==> src/rtl/ecc_83_pkg.sv <==
// ecc_83_pkg: shared constants and types for the 83-bit SECDED write encoder.
//   DATA_WIDTH / PARITY_WIDTH : codeword geometry (83 data + 7 Hamming + 1 overall)
//   inj_mode_e                : one-shot corruption selector encodings
//   inj_state_e               : injection FSM states
//   data_pos()                : data bit index -> Hamming codeword position
package ecc_83_pkg;

  localparam int unsigned DATA_WIDTH   = 83;
  localparam int unsigned PARITY_WIDTH = 8;
  localparam int unsigned HAM_WIDTH    = 7;
  localparam int unsigned POS_MAX      = DATA_WIDTH + HAM_WIDTH;

  typedef enum logic [1:0] {
    INJ_NONE = 2'b00,
    INJ_D0   = 2'b01,
    INJ_D01  = 2'b10,
    INJ_P7   = 2'b11
  } inj_mode_e;

  typedef enum logic {
    ST_IDLE  = 1'b0,
    ST_ARMED = 1'b1
  } inj_state_e;

  typedef logic [HAM_WIDTH-1:0] pos_t;

  // Data bits occupy the non-power-of-two positions 3..90 in ascending order.
  function automatic pos_t data_pos(input int unsigned idx);
    int unsigned cnt;
    pos_t        pos;
    cnt = 0;
    pos = '0;
    for (int unsigned p = 1; p <= POS_MAX; p++) begin
      if ((p & (p - 1)) != 0) begin
        if (cnt == idx) pos = pos_t'(p);
        cnt++;
      end
    end
    return pos;
  endfunction

endpackage

==> src/rtl/ecc_83_enc.sv <==
// ecc_83_enc: combinational SECDED parity generator.
//   data   : payload
//   parity : {overall, hamming[6:0]}; hamming[i] = XOR of data at positions with bit i set
module ecc_83_enc #(
  parameter int unsigned DATA_WIDTH   = ecc_83_pkg::DATA_WIDTH,
  parameter int unsigned PARITY_WIDTH = ecc_83_pkg::PARITY_WIDTH
) (
  input  logic [DATA_WIDTH-1:0]   data,
  output logic [PARITY_WIDTH-1:0] parity
);

  import ecc_83_pkg::pos_t;
  import ecc_83_pkg::data_pos;

  pos_t ham;

  // XOR-ing each set bit's position builds every Hamming bit at once.
  always_comb begin
    ham = '0;
    for (int unsigned i = 0; i < DATA_WIDTH; i++) begin
      if (data[i]) ham = ham ^ data_pos(i);
    end
  end

  // Overall parity covers the data and the seven Hamming bits.
  assign parity = PARITY_WIDTH'({(^data) ^ (^ham), ham});

endmodule

==> src/rtl/ecc_83_wr_enc.sv <==
// ecc_83_wr_enc: registered SECDED write-path encoder with a redundant-encoder
// checker, one-shot fault injection and fault statistics.
//   clk, rst                 : clock, synchronous active-high reset
//   in_valid/in_ready        : input handshake, data_in payload, bypass zeroes parity
//   ecc_fault_detc_en        : enable encoder-0 vs encoder-1 compare
//   tst_enc_flip             : invert parity bit 0 of encoder 1 (checker self-test)
//   inj_req/inj_mode/inj_busy: arm a one-shot corruption of the next accepted word
//   out_valid/out_ready      : output handshake; data_out, parity_out, ecc_fault
//   fault_sticky/fault_cnt   : flagged-word statistics, cleared by fault_clr
module ecc_83_wr_enc #(
  parameter int unsigned DATA_WIDTH   = ecc_83_pkg::DATA_WIDTH,
  parameter int unsigned PARITY_WIDTH = ecc_83_pkg::PARITY_WIDTH
) (
  input  logic                    clk,
  input  logic                    rst,
  input  logic                    in_valid,
  output logic                    in_ready,
  input  logic [DATA_WIDTH-1:0]   data_in,
  input  logic                    bypass,
  input  logic                    ecc_fault_detc_en,
  input  logic                    tst_enc_flip,
  input  logic                    inj_req,
  input  logic [1:0]              inj_mode,
  output logic                    inj_busy,
  output logic                    out_valid,
  input  logic                    out_ready,
  output logic [DATA_WIDTH-1:0]   data_out,
  output logic [PARITY_WIDTH-1:0] parity_out,
  output logic                    ecc_fault,
  output logic                    fault_sticky,
  input  logic                    fault_clr,
  output logic [7:0]              fault_cnt
);

  import ecc_83_pkg::inj_mode_e;
  import ecc_83_pkg::inj_state_e;
  import ecc_83_pkg::INJ_NONE;
  import ecc_83_pkg::INJ_D0;
  import ecc_83_pkg::INJ_D01;
  import ecc_83_pkg::INJ_P7;
  import ecc_83_pkg::ST_IDLE;
  import ecc_83_pkg::ST_ARMED;

  logic                    accept;
  logic [PARITY_WIDTH-1:0] par0;
  logic [PARITY_WIDTH-1:0] par1;
  logic [PARITY_WIDTH-1:0] par1_chk;
  logic                    mismatch;
  logic                    fault_c;
  logic [DATA_WIDTH-1:0]   data_c;
  logic [PARITY_WIDTH-1:0] par_c;
  inj_state_e              state_q, state_d;
  inj_mode_e               mode_q, mode_d;

  // Handshake: the single output stage frees up when it is empty or draining.
  assign in_ready = ~out_valid | out_ready;
  assign accept   = in_valid & in_ready;

  // Primary and redundant encoders; the codeword always comes from encoder 0.
  ecc_83_enc #(
    .DATA_WIDTH  (DATA_WIDTH),
    .PARITY_WIDTH(PARITY_WIDTH)
  ) u_enc0 (
    .data  (data_in),
    .parity(par0)
  );

  ecc_83_enc #(
    .DATA_WIDTH  (DATA_WIDTH),
    .PARITY_WIDTH(PARITY_WIDTH)
  ) u_enc1 (
    .data  (data_in),
    .parity(par1)
  );

  // Self-test perturbs only the redundant copy so the compare must trip.
  assign par1_chk = par1 ^ PARITY_WIDTH'(tst_enc_flip);
  assign mismatch = (par0 != par1_chk);
  assign fault_c  = mismatch & ecc_fault_detc_en & ~bypass;

  // Codeword build; corruption is applied after the compare so it is not flagged.
  always_comb begin
    data_c = data_in;
    par_c  = bypass ? '0 : par0;
    if (state_q == ST_ARMED) begin
      case (mode_q)
        INJ_D0:  data_c[0]              = ~data_c[0];
        INJ_D01: data_c[1:0]            = ~data_c[1:0];
        INJ_P7:  par_c[PARITY_WIDTH-1]  = ~par_c[PARITY_WIDTH-1];
        default: ;
      endcase
    end
  end

  // Injection FSM next-state; requests while armed are ignored.
  always_comb begin
    state_d = state_q;
    mode_d  = mode_q;
    case (state_q)
      ST_IDLE: begin
        if (inj_req && (inj_mode_e'(inj_mode) != INJ_NONE)) begin
          state_d = ST_ARMED;
          mode_d  = inj_mode_e'(inj_mode);
        end
      end
      ST_ARMED: begin
        if (accept) begin
          state_d = ST_IDLE;
          mode_d  = INJ_NONE;
        end
      end
      default: begin
        state_d = ST_IDLE;
        mode_d  = INJ_NONE;
      end
    endcase
  end

  // Injection FSM state register.
  always_ff @(posedge clk) begin
    if (rst) begin
      state_q  <= ST_IDLE;
      mode_q   <= INJ_NONE;
      inj_busy <= 1'b0;
    end else begin
      state_q  <= state_d;
      mode_q   <= mode_d;
      inj_busy <= (state_d == ST_ARMED);
    end
  end

  // Output register stage; payload holds while stalled.
  always_ff @(posedge clk) begin
    if (rst) begin
      out_valid  <= 1'b0;
      data_out   <= '0;
      parity_out <= '0;
      ecc_fault  <= 1'b0;
    end else if (accept) begin
      out_valid  <= 1'b1;
      data_out   <= data_c;
      parity_out <= par_c;
      ecc_fault  <= fault_c;
    end else if (out_ready) begin
      out_valid  <= 1'b0;
    end
  end

  // Fault statistics; a clear wins over a simultaneous flagged load.
  always_ff @(posedge clk) begin
    if (rst) begin
      fault_sticky <= 1'b0;
      fault_cnt    <= '0;
    end else if (fault_clr) begin
      fault_sticky <= 1'b0;
      fault_cnt    <= '0;
    end else if (accept && fault_c) begin
      fault_sticky <= 1'b1;
      if (fault_cnt != 8'hFF) fault_cnt <= fault_cnt + 8'd1;
    end
  end

endmodule

==> config.mk <==
export PLATFORM = sky130hd
export DESIGN_NAME = ecc_83_wr_enc
export DESIGN_NICKNAME = d
export VERILOG_FILES = /design/src/rtl/ecc_83_pkg.sv /design/src/rtl/ecc_83_enc.sv /design/src/rtl/ecc_83_wr_enc.sv
export SDC_FILE = /design/constraint.sdc
export NUM_CORES = 1
export LEC_CHECK = 0
export BUFFER_PORTS_ARGS = -buffer_cell sky130_fd_sc_hd__buf_2
export CORE_UTILIZATION = 54
export CTS_CLUSTER_SIZE = 30
export DETAILED_ROUTE_END_ITERATION = 10
export GPL_ROUTABILITY_DRIVEN = 0
export PLACE_DENSITY = 0.86
export SYNTH_ARGS = -nofsm -noshare
export SYNTH_HDL_FRONTEND = slang
export SYNTH_SLANG_ARGS = --single-unit --ignore-timing --ignore-initial --compat-mode --unroll-limit 50000
==> constraint.sdc <==
create_clock -name clk -period 4.56 [get_ports clk]
set_input_delay 0.228 -clock clk [delete_from_list [all_inputs] [get_ports clk]]
set_output_delay 0.228 -clock clk [all_outputs]
set_load 0.01 [all_outputs]
Word level (Yosys, flattened, before mapping):

Cells that the tools add are included.

* register bits after elaboration: 105
* output and inout bits: 104

* add/subtract/negate cells: 6724
* equal/unequal tests: 6731
* multiplexer cells: 13791
* bitwise logic cells: 94
* reductions and logical operators: 91

Operators by type and width (count)
* two-way mux 32 bit: 6806
* adder 32 x 1 -> 32 bit (second input constant): 6723
* == test 32 x 6 -> 1 bit (second input constant): 2624
* == test 32 x 7 -> 1 bit (second input constant): 1558
* == test 32 x 5 -> 1 bit (second input constant): 1312
* two-way mux 7 bit: 3313
* == test 32 x 4 -> 1 bit (second input constant): 656
* two-way mux 6 bit: 1785
* == test 32 x 3 -> 1 bit (second input constant): 328
* two-way mux 5 bit: 1057
* == test 32 x 2 -> 1 bit (second input constant): 164
* == test 32 x 1 -> 1 bit (second input constant): 82
* logical NOT 32 bit: 82
* two-way mux 4 bit: 569
* two-way mux 3 bit: 247
* bitwise XOR 7 bit: 82
* XOR reduction 83 bit: 1
* adder 8 x 1 -> 8 bit (second input constant): 1
* two-way mux 8 bit: 1
* inequality test 8 bit: 1
* inequality test 8 bit (second input constant): 1
* bitwise XOR 8 x 1 -> 8 bit: 1
* two-way mux 1 bit: 7
* XOR reduction 7 bit: 1
* other kinds (15): 29

Longest topological paths before layout:

Gate-level depths: netlist of the first run.

* depth after elaboration: 338
* gate-level depth with buffers: 9
* gate-level depth less buffers: 9

Cells and area by module:

From an unflattened synthesis of the first run, not the netlist that was laid out.

* cell total of the unflattened synthesis: 811
* area total of the unflattened synthesis: 7404.6 sq um

Modules (own cells, without submodules)
* ecc_83_wr_enc: times used 1, cells an instance 497, area an instance 3966.3 sq um
* ecc_83_enc (u_enc1): times used 1, cells an instance 166, area an instance 1749.2 sq um
* ecc_83_enc (u_enc0): times used 1, cells an instance 148, area an instance 1689.1 sq um

Worst setup path before layout of the first run:

Ideal clock, no wire load.

* kind: input port to flip-flop
* from: in data_in[82]
* to: reg parity_out[7]
* setup time: 0.079 ns
* arrival time: 2.633 ns
* required time: 4.481 ns
* setup slack: 1.848 ns
* stages on the path: 9
* path buffers: 0
* path through: xor2_1 > xnor3_2 > xnor2_1 > xnor3_1 > xor2_1 > xor3_2 > xnor3_1 > nor3b_2 > a211oi_2

* word-level cells in the longest chain between the ends: 7
* elaborated cells between the ends (all ways): 8

Ends and longest elaborated chain
* start: declaration: RTL line ecc_83_wr_enc.sv:18 `input logic [DATA_WIDTH-1:0] data_in,`
* parallel branches: the longest is 2 deep, another holds XOR reduction 83 bit
* bitwise XOR 1 bit (*)
* two-way mux 8 bit (*)
* NOT 1 bit
* two-way mux 1 bit
* two-way mux 1 bit (*)
* end signal: assignment: RTL line ecc_83_wr_enc.sv:142 `parity_out <= par_c;`
* end: declaration: RTL line ecc_83_wr_enc.sv:28 `output logic [PARITY_WIDTH-1:0] parity_out,`

Mark *: on every way between the ends.
A chain may end at the register's enable or synchronous reset.

Worst setup path after layout of the first run:

* from: in data_in[48]
* to: reg parity_out[7]

* word-level cells in the longest chain between the ends: 75
* elaborated cells between the ends (all ways): 76

Ends and longest elaborated chain
* two-way mux 7 bit
* bitwise XOR 7 bit
* two-way mux 7 bit
* bitwise XOR 7 bit
* two-way mux 7 bit
* bitwise XOR 7 bit
* two-way mux 7 bit
* bitwise XOR 7 bit
* (+59 left out)
* bitwise XOR 7 bit
* two-way mux 7 bit
* XOR reduction 7 bit
* bitwise XOR 1 bit (*)
* two-way mux 8 bit (*)
* NOT 1 bit
* two-way mux 1 bit
* two-way mux 1 bit (*)

Every way passes the cells marked *; elsewhere a longest branch is shown, timed or not.

==> impl_results.md, run 1 <==
- Status: finished, final reports clean
- Post-CTS sizing: 0
- Cell taking the most area after synthesis: dfxtp_1
- Synth Warn #: 0
- Total Wirelength: 15.8 mm
- Hold Buf Count CTS: 0
- Remaining DRCs: 0
- Worst EP required: 4.86 ns
- Die ar.: 10700 um2
- Tot GR Track Use: 0.296
- Worst-case clock buffer depth: 2
- Worst-path maximum fanout: 3
- Reg clk slew, reported paths: 0.10 ns
- Critical-path cell list: buf_2 > xor2_1 > xnor2_1 > xnor2_1 > xnor3_1 > xor2_1 > xor3_2 > xnor3_1 > nor3b_2 > a211oi_2
- DRT iter0 DRCs: 253
- Nets: 902
- Final Hold Viols: 0
- Synthesized area: 5530 um2
- Commonest cells post-synth: nand2_1, xnor2_1, dfxtp_1
- Startpoint Class: input port
- Crit path arrival time: 3.12 ns
- Min-delay worst type: in2reg
- Initial core utilization: 0.561
- Pwr Total: 0.00350 W
- CP Capture Point: parity_out[7]
- Final setup viols: 0
- FFs w/ async S/R, synth: 0
- CTS Root Cell: clkbuf_8
- Slew at the pin closest to its max-slew limit: 1.03 ns
- EDFF count, synth: 0
- Detailed placement HPWL: 12.2 mm
- Synth Instances: 627
- Peak VDD IR: 0.000571 V
- R2R Path Start: out_valid
- WL per Instance: 16.8 um
- Leakage Power: 3.13 nW
- Max Slew Vio Count: 0
- Area delta synth->final: 22.8%
- Crit-path leading delay family: XOR/XNOR gates
- Max_cap viols: 0
- Filler cells: 803
- Die Y: 103 um
- Setup Skew: 0.00635 ns
- Antenna violations before repair: 0
- Clock sinks: 105
- Top_reg_cell synth: dfxtp_1
- Area contributors post-synth: dfxtp_1, xnor2_1, nand2_1
- Storage cell area: 2100 um2
- # port buffers: 197
- H-tree levels: 3
- Avg Inst Size Synth: 8.82 um2
- Post-Syn Nets: 725
- Crit path largest cell delay: 0.50 ns
- Row cnt: 36
- R2r setup slk: 2.11 ns
- Core Area: 9860 um2
- Tmin final: 2.82 ns
- Count leader, synth: nand2_1
- Yosys reg bits: 105
- Top-area cell type share of the netlist area: 0.380
- I/O pin count: 198
- R2R Path End: fault_cnt[5]
- Pin count of the biggest net entering global routing: 98
- Final ANT Viol Nets: 0
- Critical path buffer and inverter count: 1
- Detailed Routing Iterations Pass 1: 5
- Beginning of the critical path: data_in[48]
- Vias in the first global route: 4610
- Post-synthesis sequential area ratio: 0.380
- WS Path Type: in2reg
- Setup bufs post-CTS: 0
- Fraction of layout cells with a size suffix above 1: 0.282
- RSZ-0062 raised after global routing: false
- TritonCTS clock tree: done
- CTS buffer count: 9
- Vias per cell: 5.23
- Worst skew pair latency: 0.37 ns
- Die Wd: 103 um
- Critical path depth: 10
- CP max-delay cell: xnor3_1
- DR vias: 4930
- Worst R2R Path Depth: 8
- PwrDens: 516 nW/um2
- Tcrit/Tclk final: 0.619
- Setup TNS: 0 ns
- Nature of the critical path endpoint: flop
- Slew margin rel.: 0.312
- Total gr overflow: 0
- First-pass GRT wire length: 23.2 mm
- Multi-input gate area: 3300 um2
- Highest Clock Rate: 354 MHz
- Number of distinct library cells after synthesis: 31
- N_diodes: 0
-- power by group --
group,switching [W],internal [W],leakage [nW]
sequential,0.0000367,0.000986,0.862
clock,0.000317,0.000284,0.103
combinational,0.000751,0.00113,2.17
total,0.00111,0.00240,3.13
-- registers in the layout, indices dropped and copies added (netlist names) --
name          cells
mode_q            2
state_q           1
data_out         83
out_valid         1
ecc_fault         1
fault_cnt         8
parity_out        8
fault_sticky      1
-- cell type report --
cell class	instances	area share
clock buffers	12	0.0228
clock inverters	4	0.00755
inverters	4	0.00221
multi-input cells	485	0.486
flip-flops and latches	105	0.310
well taps	133	0.0245
repair buffers	199	0.148
-- worst min-delay path, cell delays in order --
cell	delay, ns
buf_2	0.11
nand2_1	0.05
a21oi_1	0.05
-- per-stage QoR --
stage                     std cells  cell area [um2]  worst slack [ns]  hold slack (ns)   util
after floorplan                 627             5530              1.85            0.357      -
after detailed placement        926             6590              1.42            0.443  0.668
after CTS                       942             6790              1.79            0.104  0.688
after global routing            942             6790              1.63            0.111  0.688
after global placement          926             6590              1.54            0.432  0.668
final                           942             6790              1.74            0.107  0.688
-- worst min-delay path by stage --
| stage | from | end | slack (ns) | cells past startpoint |
|---|---|---|---|---|
| finish | data_in[18] | data_out[18] | 0.11 | 3 |
| global placement | fault_sticky | fault_sticky | 0.43 | 2 |
| floorplan | in_valid | out_valid | 0.36 | 2 |
| CTS | data_in[17] | data_out[17] | 0.10 | 3 |
| global route | data_in[76] | data_out[76] | 0.11 | 3 |
| detailed placement | fault_sticky | fault_sticky | 0.44 | 2 |
-- layer usage --
layer  global-route usage  wire (um)  vias up
li1                     -          -     2382
met1                0.359       6320     2273
met2                0.503       7530      237
met3               0.0679       1420       38
met4                0.137        551        0
met5                    0          0        -
-- logic make-up (layout without fill, tap and decap cells) --
group	after synthesis	after routing	share of synthesized area
compound gates	108	108	0.103
xor+xnor	161	161	0.328
fa+ha+maj	4	4	0.00905
buf+inv	37	219	0.0251
flops	105	105	0.380
mux	1	1	0.00181
simple gates	211	211	0.153
-- placed cells by master, fill, tap and decap left out, types with 2 or more instances in the layout --
master    synthesis  routed
nand4_1           3       3
ha_1              4       4
a22oi_1           6       6
xor2_1           25      25
xnor3_2           5       5
or3_1             2       2
nand2_1         171     170
clkbuf_8          0      11
nand3_1           5       5
a211oi_1          2       2
buf_2             0     196
xnor2_2           3       3
a21oi_1          93      93
buf_4             0       3
nand2b_1          4       4
xnor2_1         106     106
inv_1             4       4
o21ai_0           5       5
dfxtp_1         105     105
nor3_1            2       2
nor2_1           18      18
xnor3_1          20      20
Power figures use the tool's default switching activity.
==> run 2, diff against run 1 <==
--- a/config.mk
+++ b/config.mk
@@ -5,12 +5,13 @@
 export SDC_FILE = /design/constraint.sdc
 export NUM_CORES = 1
 export LEC_CHECK = 0
+export ABC_AREA = 1
 export BUFFER_PORTS_ARGS = -buffer_cell sky130_fd_sc_hd__buf_2
 export CORE_UTILIZATION = 54
 export CTS_CLUSTER_SIZE = 30
 export DETAILED_ROUTE_END_ITERATION = 10
 export GPL_ROUTABILITY_DRIVEN = 0
-export PLACE_DENSITY = 0.86
+export PLACE_DENSITY = 0.81
 export SYNTH_ARGS = -nofsm -noshare
 export SYNTH_HDL_FRONTEND = slang
 export SYNTH_SLANG_ARGS = --single-unit --ignore-timing --ignore-initial --compat-mode --unroll-limit 50000
==> constraint.sdc (replaced) <==
create_clock -name clk -period 2.8 [get_ports clk]
set_input_delay 0.14 -clock clk [delete_from_list [all_inputs] [get_ports clk]]
set_output_delay 0.14 -clock clk [all_outputs]
set_load 0.01 [all_outputs]
==> impl_results.md, run 2 <==
- Peak VDD IR: 0.000310 V (was 0.000571 V)
- Avg Inst Size Synth: 5.48 um2 (was 8.82 um2)
- Tmin final: 2.22 ns
- Crit-path leading delay family: simple AND/OR/NAND/NOR gates (was XOR/XNOR gates)
- Place WS: 0.461 ns (was 1.42 ns)
- Synthesized area: 7670 um2 (was 5530 um2)
- Critical path buffer and inverter count: 2 (was 1)
- FFs w/ async S/R, synth: 0 (unchanged)
- Crit path arrival time: 2.53 ns (was 3.12 ns)
- TritonCTS clock tree: done (unchanged)
- Core Util, Final: 0.656 (was 0.688)
- Filler cells: 1376 (was 803)
- Hold Buf Count CTS: 0 (unchanged)
- Max_cap viols: 0 (unchanged)
- Final Hold Viols: 0 (unchanged)
- Post-route insts no fill: 1764 (was 942)
- Critical-path cell list: nand2_1 > nand2_2 > nor2_1 > nand3_1 > inv_1 > nand2_2 > nor4_1 > nand2_1 > nor2_1 > xor2_1 > inv_1 > nor2_1 (was buf_2 > xor2_1 > xnor2_1 > xnor2_1 > xnor3_1 > xor2_1 > xor3_2 > xnor3_1 > nor3b_2 > a211oi_2)
- Setup TNS: 0 ns (unchanged)
- Count leader, synth: nand2_1 (unchanged)
- Synth Area in Compound Gates: 0.122 (was 0.103)
- GR Layer Usage met1: 0.480 (was 0.359)
- Yosys reg bits: 105 (unchanged)
- Mux share of post-synthesis cell area: 0 (was 0.00181)
- Startpoint Class: flop (was input port)
- Die Wd: 121 um (was 103 um)
- Die ar.: 14700 um2 (was 10700 um2)
- Max reg flops: 83 (unchanged)
- Antenna violations before repair: 1 (was 0)
- GR Layer Usage met3: 0.0724 (was 0.0679)
- Setup ws final: 0.576 ns (was 1.74 ns)
- Clock sinks: 105 (unchanged)
- Fraction of layout cells with a size suffix above 1: 0.159 (was 0.282)
- Die Y: 121 um (was 103 um)
- Top-area cell type share of the netlist area: 0.334 (was 0.380)
- Storage cell area: 2100 um2 (unchanged)
- Pin count of the biggest net entering global routing: 80 (was 98)
- Most used cell, CP: nor2_1
- Worst-case clock buffer depth: 2 (unchanged)
- Setup Skew: 0.0139 ns (was 0.00635 ns)
- Post-Syn Nets: 1497 (was 725)
- Vias in the first global route: 8150 (was 4610)
- Final setup viols: 0 (unchanged)
- CP max-delay cell: nor4_1 (was xnor3_1)
- Synth Instances: 1399 (was 627)
- Initial core utilization: 0.552 (was 0.561)
- Detailed placement HPWL: 20.6 mm (was 12.2 mm)
- Number of distinct library cells after synthesis: 29 (was 31)
- WS Path Type: reg2reg (was in2reg)
- Largest family of logic cells by synthesized area: simple AND/OR/NAND/NOR gates (was XOR/XNOR gates)
- Most common cell after layout, fill and taps aside: nand2_1 (was buf_2)
- RSZ-0062 raised after global routing: false (unchanged)
- Detailed Routing Iterations Pass 1: 6 (was 5)
- Tot GR Track Use: 0.361 (was 0.296)
- Top_reg_cell synth: dfxtp_1 (unchanged)
- Post-CTS sizing: 0 (unchanged)
- Setup bufs post-CTS: 0 (unchanged)
- I/O pin count: 198 (unchanged)
- Core Area: 13900 um2 (was 9860 um2)
- Vias per cell: 5.24 (was 5.23)
- Leakage Power: 5.56 nW (was 3.13 nW)
- DR vias: 9247 (was 4930)
- Slew margin rel.: 0.688 (was 0.312)
- DRT iter0 DRCs: 706 (was 253)
- GR peak layer: met2 (unchanged)
- H-tree levels: 3 (unchanged)
- Synth Area in Adders: 0.00653 (was 0.00905)
- Max Slew Vio Count: 0 (unchanged)
- Worst skew pair latency: 0.38 ns (was 0.37 ns)
- Status: finished, final reports clean (unchanged)
- EDFF count, synth: 0 (unchanged)
- Multi-input gate area: 4770 um2 (was 3300 um2)
- Remaining DRCs: 0 (unchanged)
- Synth Warn #: 0 (unchanged)
- # port buffers: 197 (unchanged)
- Area contributors post-synth: nand2_1, dfxtp_1, inv_1 (was dfxtp_1, xnor2_1, nand2_1)
- WL per Instance: 14.5 um (was 16.8 um)
- Crit path largest cell delay: 0.37 ns (was 0.50 ns)
- Total Wirelength: 25.6 mm (was 15.8 mm)
- Area delta synth->final: 18.8% (was 22.8%)
- Min-delay worst type: in2reg (unchanged)
- Highest Clock Rate: 450 MHz
- Row cnt: 43 (was 36)
- Most frequent cells in the layout: nand2_1, buf_2, inv_1 (was buf_2, nand2_1, xnor2_1)
- DP Cell Count: 1747 (was 926)
- Simple-gate share of the synthesized area: 0.448 (was 0.153)
- First-pass GRT wire length: 40.7 mm (was 23.2 mm)
- Routing usage on met2: 0.562 (was 0.503)
- CTS buffer count: 9 (unchanged)
- Commonest cells post-synth: nand2_1, inv_1, dfxtp_1 (was nand2_1, xnor2_1, dfxtp_1)
- CTS Root Cell: clkbuf_16 (was clkbuf_8)
- XOR/XNOR Fraction of Synth Area: 0.0455 (was 0.328)
- Slew at the pin closest to its max-slew limit: 0.469 ns (was 1.03 ns)
- Cell taking the most area after synthesis: nand2_1 (was dfxtp_1)
- Worst-path maximum fanout: 18 (was 3)
- PwrDens: 537 nW/um2 (was 516 nW/um2)
- Nets: 1676 (was 902)
- Nature of the critical path endpoint: flop (unchanged)
- Worst EP required: 3.11 ns (was 4.86 ns)
- Top Registers: data_out x83, fault_cnt x8, parity_out x8 (unchanged)
- Tcrit/Tclk final: 0.794
- Total gr overflow: 0 (unchanged)
- Final ANT Viol Nets: 0 (unchanged)
- Post-synthesis sequential area ratio: 0.274 (was 0.380)
- Largest Register: data_out (unchanged)
- Reg clk slew, reported paths: 0.08 ns (was 0.10 ns)
-- run 2: routing by layer --
metal	up-vias	share of wire
li1	4689	-
met1	4099	0.43
met2	390	0.44
met3	69	0.088
met4	0	0.039
met5	-	0
-- run 2: worst register-to-register path: stages, from the launching register on --
cell and delay [ns]:
dfxtp_1 0.31, nand2_1 0.11, nand2_2 0.24, nor2_1 0.21, nand3_1 0.11, inv_1 0.14, nand2_2 0.14, nor4_1 0.37
nand2_1 0.12, nor2_1 0.13, xor2_1 0.16, inv_1 0.06, nor2_1 0.07
-- run 2: final cells by class --
cell class                 instances  share of cell area
timing repair buffer             203               0.115
multi-input combinational       1088               0.523
clock inverter                     7              0.0110
tap                              180              0.0247
antenna                            1            0.000275
clock buffer                       9              0.0247
inverter                         171              0.0707
sequential                       105               0.231
-- run 2: stage by stage --
step / power, W / hold WS, ns / instance area, um2
2_1_floorplan: 0.00294 / 0.209 / 7670
3_3_place_gp: 0.00344 / 0.422 / 8780
3_5_place_dp: 0.00347 / 0.420 / 8780
4_1_cts: 0.00488 / 0.0397 / 9110
5_1_grt: 0.00523 / 0.0438 / 9110
6_report: 0.00489 / 0.0404 / 9110
-- run 2: cells by family after synthesis --
| family | Yosys count |
|---|---|
| xor gates and xnor gates | 39 |
| and+or+nand+nor | 859 |
| AOI/OAI and AO/OA | 186 |
| adders and majority gates | 4 |
| DFF | 105 |
| buffers and inverters | 206 |
-- run 2: worst paths after layout --
check	slack (ns)	from	depth (start not counted)	endpoint
setup / recovery	0.58	out_valid	12	fault_cnt[7]
hold reg to reg	0.47	parity_out[2]	2	parity_out[2]
hold / removal	0.04	data_in[20]	3	data_out[20]
setup reg to reg	0.58	out_valid	12	fault_cnt[7]
-- run 2: power breakdown --
group	switching, W	internal, W	total [W]
registers	0.0000598	0.00160	0.00166
clock network	0.000687	0.000725	0.00141
logic	0.00121	0.000608	0.00182
total	0.00196	0.00294	0.00489
